### config.mk
export PLATFORM = sky130hd
export DESIGN_NAME = fwd_hazard_unit
export DESIGN_NICKNAME = d
export VERILOG_FILES = /design/src/rtl/fwd_hazard_unit_pkg.sv /design/src/rtl/fwd_hazard_unit_fwd_match.sv /design/src/rtl/fwd_hazard_unit.sv
export SDC_FILE = /design/constraint.sdc
export NUM_CORES = 1
export LEC_CHECK = 0
export CORE_AREA = 8 8 57 59
export CTS_CLUSTER_SIZE = 28
export DETAILED_ROUTE_END_ITERATION = 10
export DIE_AREA = 0 0 65 67
export HOLD_SLACK_MARGIN = 0.1
export PLACE_DENSITY = 0.69
export SLEW_MARGIN = 20
export SYNTH_ARGS = -nofsm -noshare
export SYNTH_HDL_FRONTEND = slang
export SYNTH_SLANG_ARGS = --single-unit
### constraint.sdc
create_clock -name clk -period 1.8 [get_ports clk]
set_input_delay 0.45 -clock clk [delete_from_list [all_inputs] [get_ports clk]]
set_output_delay 0.45 -clock clk [all_outputs]
set_load 0.01 [all_outputs]
### src/rtl/fwd_hazard_unit_pkg.sv
// Shared constants for the forwarding/hazard unit and the EX operand muxes.
// The select encodings below also drive the mux16b3 select wiring.
package fwd_hazard_unit_pkg;

  localparam int RADDR_W = 4;

  localparam logic [1:0] FWD_REG   = 2'd0;
  localparam logic [1:0] FWD_EXMEM = 2'd1;
  localparam logic [1:0] FWD_MEMWB = 2'd2;

endpackage

### src/rtl/fwd_hazard_unit_fwd_match.sv
// Combinational source-vs-producer comparator; r0 is hardwired zero and never forwards.
module fwd_match #(
  parameter int W = 4
) (
  input  logic         src_used,
  input  logic [W-1:0] addr,
  input  logic [W-1:0] slot_rd,
  input  logic         slot_regwrite,
  output logic         match
);

  assign match = src_used & slot_regwrite & (slot_rd == addr) & (addr != '0);

endmodule

### src/rtl/fwd_hazard_unit.sv
// Tracks the EX and MEM producers, registers ALU-operand forwarding selects
// for the instruction entering EX, and raises a one-cycle load-use stall.
module fwd_hazard_unit
  import fwd_hazard_unit_pkg::*;
#(
  parameter int RADDR_W = fwd_hazard_unit_pkg::RADDR_W
) (
  input  logic               clk,
  input  logic               reset,
  input  logic               id_valid,
  input  logic [RADDR_W-1:0] id_rs,
  input  logic [RADDR_W-1:0] id_rt,
  input  logic               id_uses_rs,
  input  logic               id_uses_rt,
  input  logic [RADDR_W-1:0] id_rd,
  input  logic               id_regwrite,
  input  logic               id_is_load,
  input  logic               flush,
  output logic [1:0]         fwd_a_sel,
  output logic [1:0]         fwd_b_sel,
  output logic               stall
);

  logic [RADDR_W-1:0] ex_rd_reg;
  logic               ex_regwrite_reg;
  logic               ex_is_load_reg;
  logic [RADDR_W-1:0] mem_rd_reg;
  logic               mem_regwrite_reg;

  logic [1:0]         sel_reg  [2];
  logic [1:0]         sel_next [2];

  logic [1:0]         src_used;
  logic [RADDR_W-1:0] src_addr [2];
  logic [1:0]         hit_ex;
  logic [1:0]         hit_mem;
  logic               advance;

  // Operand 0 is A (rs), operand 1 is B (rt).
  assign src_used    = {id_uses_rt, id_uses_rs};
  assign src_addr[0] = id_rs;
  assign src_addr[1] = id_rt;

  genvar gi;
  generate
    for (gi = 0; gi < 2; gi++) begin : g_operand
      fwd_match #(.W(RADDR_W)) u_match_ex (
        .src_used      (src_used[gi]),
        .addr          (src_addr[gi]),
        .slot_rd       (ex_rd_reg),
        .slot_regwrite (ex_regwrite_reg),
        .match         (hit_ex[gi])
      );

      fwd_match #(.W(RADDR_W)) u_match_mem (
        .src_used      (src_used[gi]),
        .addr          (src_addr[gi]),
        .slot_rd       (mem_rd_reg),
        .slot_regwrite (mem_regwrite_reg),
        .match         (hit_mem[gi])
      );

      // Nearer producer has the newer value, so EX/MEM takes priority.
      always_comb begin
        sel_next[gi] = FWD_REG;
        if (hit_ex[gi]) begin
          sel_next[gi] = FWD_EXMEM;
        end else if (hit_mem[gi]) begin
          sel_next[gi] = FWD_MEMWB;
        end
      end
    end
  endgenerate

  // Flush dominates: a killed instruction can neither stall nor advance.
  always_comb begin
    stall   = id_valid & ~flush & ex_is_load_reg & (|hit_ex);
    advance = id_valid & ~flush & ~stall;
  end

  always_ff @(posedge clk) begin
    if (reset) begin
      ex_rd_reg        <= '0;
      ex_regwrite_reg  <= 1'b0;
      ex_is_load_reg   <= 1'b0;
      mem_rd_reg       <= '0;
      mem_regwrite_reg <= 1'b0;
      sel_reg[0]       <= FWD_REG;
      sel_reg[1]       <= FWD_REG;
    end else begin
      mem_rd_reg       <= ex_rd_reg;
      mem_regwrite_reg <= ex_regwrite_reg;
      if (advance) begin
        ex_rd_reg       <= id_rd;
        ex_regwrite_reg <= id_regwrite;
        ex_is_load_reg  <= id_is_load;
        sel_reg[0]      <= sel_next[0];
        sel_reg[1]      <= sel_next[1];
      end else begin
        ex_rd_reg       <= '0;
        ex_regwrite_reg <= 1'b0;
        ex_is_load_reg  <= 1'b0;
        sel_reg[0]      <= FWD_REG;
        sel_reg[1]      <= FWD_REG;
      end
    end
  end

  assign fwd_a_sel = sel_reg[0];
  assign fwd_b_sel = sel_reg[1];

endmodule
-- After elaboration in Yosys (flattened, before gate mapping)
Memories as Yosys holds them, arrays and structs flattened.
Index checks and enable logic that the tools add are counted.
- memories: 1
- bits in registers: 11
- bits in read-only memories: 0
- logic and storage cells: 53
- bits in writable memories: 4
- bits of input ports: 20
- bits in latches: 0
- reduce and logical (&&, ||, !) cells: 4
- eq/ne operators: 4
- div/mod/pow operators: 0
- bitwise gates (word level): 23
- multipliers: 0
- order comparisons: 0
- shifts and indexed selects: 0
- muxes and demuxes: 16
- add/subtract/negate cells: 0
- memory list (name ; words ; width ; rd ports ; clocked after memory_dff ; write ports ; RTL line ; RTL):
    sel_reg ; 2 ; 2 ; 2 ; 0 ; 2 ; fwd_hazard_unit.sv:30 ; logic [1:0] sel_reg [2];
- operators by type and width (operator ; count):
    $and 1x1->1 ; 16
    $eq 4x4->1 ; 4
    $mux 2 ; 8
    $mux 1 ; 8
    $reduce_bool 4->1 ; 2
    $or 1x1->1 ; 4
    $reduce_or 2->1 ; 2
    $not 1->1 ; 3

-- Logic depth before layout (Yosys ltp)
Gate-level depths: netlist of run 1.
- depth in word-level cells: 12
- depth in mapped cells: 5

-- Cells and area by module
Synthesis of run 1 repeated with hierarchy kept, for this count alone.
- cells, all modules: 69
- area, all modules: 795.8 µm²
- by module, submodules not included (module ; area each (µm²) ; cells an instance ; times used ; seq. area each (µm²)):
    fwd_hazard_unit ; 540.5 ; 37 ; 1 ; 340.3
    fwd_match ; 63.8 ; 8 ; 4 ; 0.0

-- Least setup slack after synthesis of run 1
Ideal clock, no wire load.
- path kind: input port to output port
- from: input id_rt[0]
- to: output stall
- stages: 4
- arrival: 1255 ps
- path slack: 95 ps
- cell sequence: xnor2_1 -> nand3_1 -> nor4b_4 -> o21a_4
- cells in the longest elaborated chain, start to end: 5
- elaborated cells between the ends (all ways): 6
- those cells by class: eq/ne: 1; bitwise: 3; reduce/logical: 2
- RTL lines (element ; RTL line ; RTL):
    start: declaration ; fwd_hazard_unit.sv:12 ; input logic [RADDR_W-1:0] id_rt,
    $eq 4x4->1 ; fwd_hazard_unit_fwd_match.sv:12 ; assign match = src_used & slot_regwrite & (slot_rd == addr) & (addr != '0);
    $and 1x1->1 ; fwd_hazard_unit_fwd_match.sv:12 ;
    $and 1x1->1 * ; fwd_hazard_unit_fwd_match.sv:12 ;
    $reduce_or 2->1 * ; fwd_hazard_unit.sv:77 ; stall = id_valid & ~flush & ex_is_load_reg & (|hit_ex);
    $and 1x1->1 * ; fwd_hazard_unit.sv:77 ;
    end: declaration ; fwd_hazard_unit.sv:21 ; output logic stall
Mark *: on every way between the ends. The rest lies on a longest branch, timed or not.

-- Final worst setup path of run 1
- from: input id_rt[3]
- to: output stall
The elaborated chain is that of the path after synthesis.

==> impl_metrics.tcl, run 1 <==
set metrics [dict create \
    met1_length_um 786 \
    setup_tns_ns -0.232 \
    multi_input_area_um2 508 \
    setup_violations 1 \
    power_frac_seq 0.515 \
    gp_congestion 0.879 \
    dr.first_iter.drc_count 7 \
    hold_buffers 0 \
    grt_pass1_vias 694 \
    layout_commonest_cell "buf_4" \
    wl_per_cell_um 13.3 \
    cap_violations 0 \
    cp_data_arrival_time_ns 1.58 \
    drive_gt1_frac 0.449 \
    crit_fanout 3 \
    netlist_instances 66 \
    stdcell_area_um2 1300 \
    synthDistinctLibCells 18 \
    route.detailed.drc 0 \
    rows 18 \
    grt_pass1_wl_um 3050 \
    final_cell_mix "buf_4, clkdlybuf4s50_1, xor2_1" \
    clk_path_buf_depth 2 \
    yosys.area.top_type "dfxtp_1" \
    combPwrFrac 0.202 \
    wl_um 1970 \
    seqCellArea_um2 347 \
    clk_latency_ns 0.29 \
    final.min_clock_period_ns 2.03 \
    final_hold_viol_count 0 \
    area_growth_pct 64.6 \
    yosysSeqAreaShare 0.430 \
    grt-ovfl-total 0 \
    path_class "input pin to output port" \
    grt_use_total 0.0929 \
    via_per_inst 4.46 \
    final_util 0.550 \
    ir_drop_mv 0.416 \
    status "finished, violations left" \
    cellPowerDensity_nw_per_um2 535 \
    num_vias 660 \
    fin_crit_sh 1.13 \
    fp.dieW_um 65 \
    placed_cell_area_um2 1190 \
    highest_layer "met4" \
    p_leak_nw 0.553 \
    die_area_um2 4360 \
    fin_nets 139 \
    holdCritPathClass "register to register" \
    htree_levels 1 \
    grt_setup_unrepaired "yes" \
    worst_slack_ns -0.232 \
    dp.final_hpwl_um 1600 \
    die_y_um 67 \
    synth-seq-cells 15 \
    slew_violations 0 \
    cts_sinks 15 \
    fin_skew_ns 0.00680 \
    nFillCells 216 \
    yosys_warnings 0 \
    coreArea_um2 2360 \
    holdWs_ns 0.516 \
    grt_start_max_net_pins 9 \
    antenna_found_initial 0 \
    io_pins 25 \
    power.internal_w 0.000522 \
    ant_nets 0 \
    antenna_cells 0 \
    clk_pin_slew_worst_paths_ns 0.09 \
    yosysTopAreaCellShare 0.278 \
    cts_buffers 3 \
    cp.required_ns 1.35 \
    start_util 0.334 \
    cp-end-kind "output port" \
    dr.pass1.iters 3 \
    switching_share 0.251 \
    switching_power_w 0.000175 \
    dr_wl_met2_um 1050 \
    syn_avg_cell_area_um2 12.0 \
    violations "setup timing" \
    total_power_w 0.000696 \
    met3WireLength_um 98 \
    clock.fmax_mhz 492 \
    syn_area_um2 791 \
    numPortBuffers 24 \
    pwr-share-clk 0.284 \
    cts_tree "done" \
    worst_setup_path_start_kind "input pin" \
    clock-root-buffer "clkbuf_4" \
    yosys-top-cells-area "dfxtp_1, edfxtp_1, xor2_1" \
]
==> per-layer routing <==
metal,track usage,vias up
li1,-,331
met1,0.0897,308
met3,0.0336,4
met2,0.163,17
met5,0,-
met4,0.0654,0
==> area by class of cell <==
cell class,count,area share
clock buffer,4,0.0202
multi-input combinational,54,0.390
tap,30,0.0288
sequential,15,0.266
timing repair buffer,45,0.294
==> kinds of logic after synthesis <==
family / count (synthesis) / synth area share
AND/OR/NAND/NOR: 29 / 0.261
other: 1 / 0.00474
AO/OA/AOI/OAI: 5 / 0.127
XOR/XNOR: 16 / 0.177
flip-flops: 15 / 0.430
==> Yosys cell counts <==
cell type and count:
nor2b_1 5, conb_1 1, edfxtp_1 4, nor4b_4 2
nor2_1 2, nand3_1 4, nor4_1 2, and3b_2 1
nand2_1 6, o21a_4 1, o41ai_4 2, xnor2_1 6
dfxtp_1 11, a2111oi_2 2, nor2_2 4, and3b_1 2
nor3b_2 1, xor2_1 10
==> critical path: stages <==
cell     delay [ns]
buf_2          0.13
buf_4          0.14
o41ai_4        0.43
nor4b_4        0.09
o21a_4         0.23
buf_6          0.11
==> power by group through the flow <==
stage	Combinational (W)	Sequential, W	Clock [W]
2_1_floorplan	0.0000423	0.000366	0
3_3_place_gp	0.000128	0.000366	0
3_5_place_dp	0.000131	0.000366	0
4_1_cts	0.000130	0.000359	0.000203
5_1_grt	0.000150	0.000359	0.000219
6_report	0.000140	0.000358	0.000197
==> what timing repair did <==
item / in CTS / in global routing
resized for setup: 39 / 7
endpoints found under the setup margin: 6 / 3
pin swaps: 10 / 5
buffers inserted: 4 / 2
==> through the flow <==
| step | setup WS (ns) | instances |
|---|---|---|
| 2_1_floorplan | 0.0951 | 69 |
| 3_3_place_gp | -0.920 | 138 |
| 3_5_place_dp | -0.942 | 138 |
| 4_1_cts | -0.187 | 146 |
| 5_1_grt | -0.292 | 148 |
| 6_report | -0.232 | 148 |
==> final timing paths <==
| check | start | endpoint | slack, ns | cells after the start |
|---|---|---|---|---|
| setup / recovery | id_rt[3] | stall | -0.23 | 6 |
| hold / removal | ex_rd_reg[2] | mem_rd_reg[2] | 0.52 | 1 |
| setup reg to reg | ex_rd_reg[3] | sel_reg[0][1] | 0.22 | 6 |
| hold reg to reg | ex_rd_reg[2] | mem_rd_reg[2] | 0.52 | 1 |
Note: power is estimated with default switching activity, not from simulation.
==> inputs of run 2 (changes only) <==
- CELL_PAD_IN_SITES_DETAIL_PLACEMENT: default -> 2
- CELL_PAD_IN_SITES_GLOBAL_PLACEMENT: default -> 2
- CORE_AREA: 8 8 57 59 -> 8 8 85 49
- DIE_AREA: 0 0 65 67 -> 0 0 93 57
- PLACE_DENSITY: 0.69 -> 0.82
- TNS_END_PERCENT: default -> 30
==> run 2 against run 1 <==
The run still ends with setup timing left. Count of clock-buffer cells in the layout fell by 1. First-iteration DRC count increased to 3.1 times the previous value. Sequential power is essentially flat. Cell count is 6.8% higher. Worst setup slack better by 0.036 ns. Clock skew shrank 0.0048 ns. Register-to-register slack got worse by 0.14 ns. Clock power increased by 44%. Hold slack better by 0.011 ns. Largest cell class unchanged.
==> impl_metrics.tcl, run 2 (same netlist as run 1, synthesis figures left out) <==
set metrics [dict create \
    status "finished, violations left" \
    violations "setup timing" \
    grt_pass1_vias 795 \
    holdCritStartpoint "ex_regwrite_reg" \
    cp-end-kind "output port" \
    fin_crit_sh 1.11 \
    clk_pin_slew_worst_paths_ns 0.06 \
    final_hold_viol_count 0 \
    num_vias 706 \
    holdWs_ns 0.527 \
    antenna_found_initial 0 \
    die_area_um2 5300 \
    hold_buffers 0 \
    gp_congestion 0.915 \
    cap_violations 0 \
    nFillCells 328 \
    final.min_clock_period_ns 2.00 \
    wl_per_cell_um 17.4 \
    htree_levels 1 \
    fp.dieW_um 93 \
    cellPowerDensity_nw_per_um2 584 \
    via_per_inst 4.47 \
    slew_violations 0 \
    total_power_w 0.000788 \
    path_class "register to output port" \
    route.detailed.drc 0 \
    coreArea_um2 3120 \
    crit_fanout 3 \
    multi_input_area_um2 542 \
    io_pins 25 \
    seqCellArea_um2 352 \
    worst_setup_path_start_kind "register" \
    dp.final_hpwl_um 2090 \
    clock.fmax_mhz 501 \
    drive_gt1_frac 0.483 \
    p_leak_nw 0.568 \
    cp_data_arrival_time_ns 1.55 \
    fin_skew_ns 0.00200 \
    grt_use_total 0.103 \
    rows 15 \
    clk_latency_ns 0.25 \
    ir_drop_mv 0.282 \
    cp_num_buf_inv 1 \
    start_util 0.254 \
    grt_start_max_net_pins 11 \
    fin_nets 137 \
    clock-root-buffer "clkbuf_8" \
    ant_nets 0 \
    area_growth_pct 70.6 \
    cts_sinks 15 \
    cp.required_ns 1.35 \
    dr.pass1.iters 2 \
    cts_tree "done" \
    holdCritPathClass "register to register" \
    r2r_start "ex_rd_reg[2]" \
    antenna_cells 0 \
    layout_commonest_cell "buf_4" \
    grt-ovfl-total 0 \
    grt_setup_unrepaired "yes" \
    crit_chain "xnor2_2 -> nand3_2 -> nor4b_4 -> o21a_4 -> buf_6" \
    crit_family "simple AND/OR/NAND/NOR gates" \
    worst_path_max_delay_cell "dfxtp_4" \
    cts_buffers 3 \
    wl_um 2740 \
    clk_path_buf_depth 2 \
    critPathMaxStageDelay_ns 0.37 \
    final_cell_mix "buf_4, clkdlybuf4s50_1, xor2_1" \
    setup_violations 2 \
    dr.first_iter.drc_count 22 \
    worst_slack_ns -0.196 \
    stdcell_area_um2 1350 \
    placed_cell_area_um2 1210 \
    grt_pass1_wl_um 4100 \
    cp-startpoint "ex_rd_reg[0]" \
    numPortBuffers 24 \
    die_y_um 57 \
]
## run 2: area by class of cell
cell class	instances	area share
well taps	42	0.0390
clock buffers	3	0.0306
repair buffers	43	0.263
clock inverters	1	0.00464
flip-flops and latches	15	0.261
multi-input cells	54	0.402
## run 2: layer usage
metal / track usage / vias up / routed length [um]
met5: 0 / - / 0
met4: 0.0545 / 0 / 78
met3: 0.0288 / 7 / 122
met2: 0.171 / 19 / 1350
met1: 0.118 / 351 / 1190
li1: - / 329 / -
## run 2: path summary, 6_finish.rpt
| check | end | slack, ns | cells past startpoint |
|---|---|---|---|
| setup reg to reg | sel_reg[0][3] | 0.08 | 6 |
| hold / removal | mem_regwrite_reg | 0.53 | 1 |
| hold reg to reg | mem_regwrite_reg | 0.53 | 1 |
| setup / recovery | stall | -0.20 | 5 |
## run 2: power by group
| part | internal (W) | switching [W] |
|---|---|---|
| Clock | 0.000157 | 0.000127 |
| Sequential | 0.000350 | 0.00000836 |
| Combinational | 0.0000824 | 0.0000627 |
## run 2: per-stage QoR
stage                     setup TNS, ns  std cells  setup slack [ns]  utilization
final                            -0.245        158            -0.196        0.433
after CTS                        -0.192        157            -0.192        0.422
after global placement            -4.14        150            -0.951        0.388
after floorplan                       0         69            0.0951            -
after global routing             -0.430        158            -0.245        0.433
after detailed placement          -4.92        150             -1.01        0.388
## run 2: what timing repair did
item / CTS / global route
resized for setup: 56 / 4
buffers inserted: 3 / 1
setup endpoints to repair: 11 / 2
hold endpoints to repair: 0 / 0
cloned: 0 / 0
pin swaps: 11 / 3
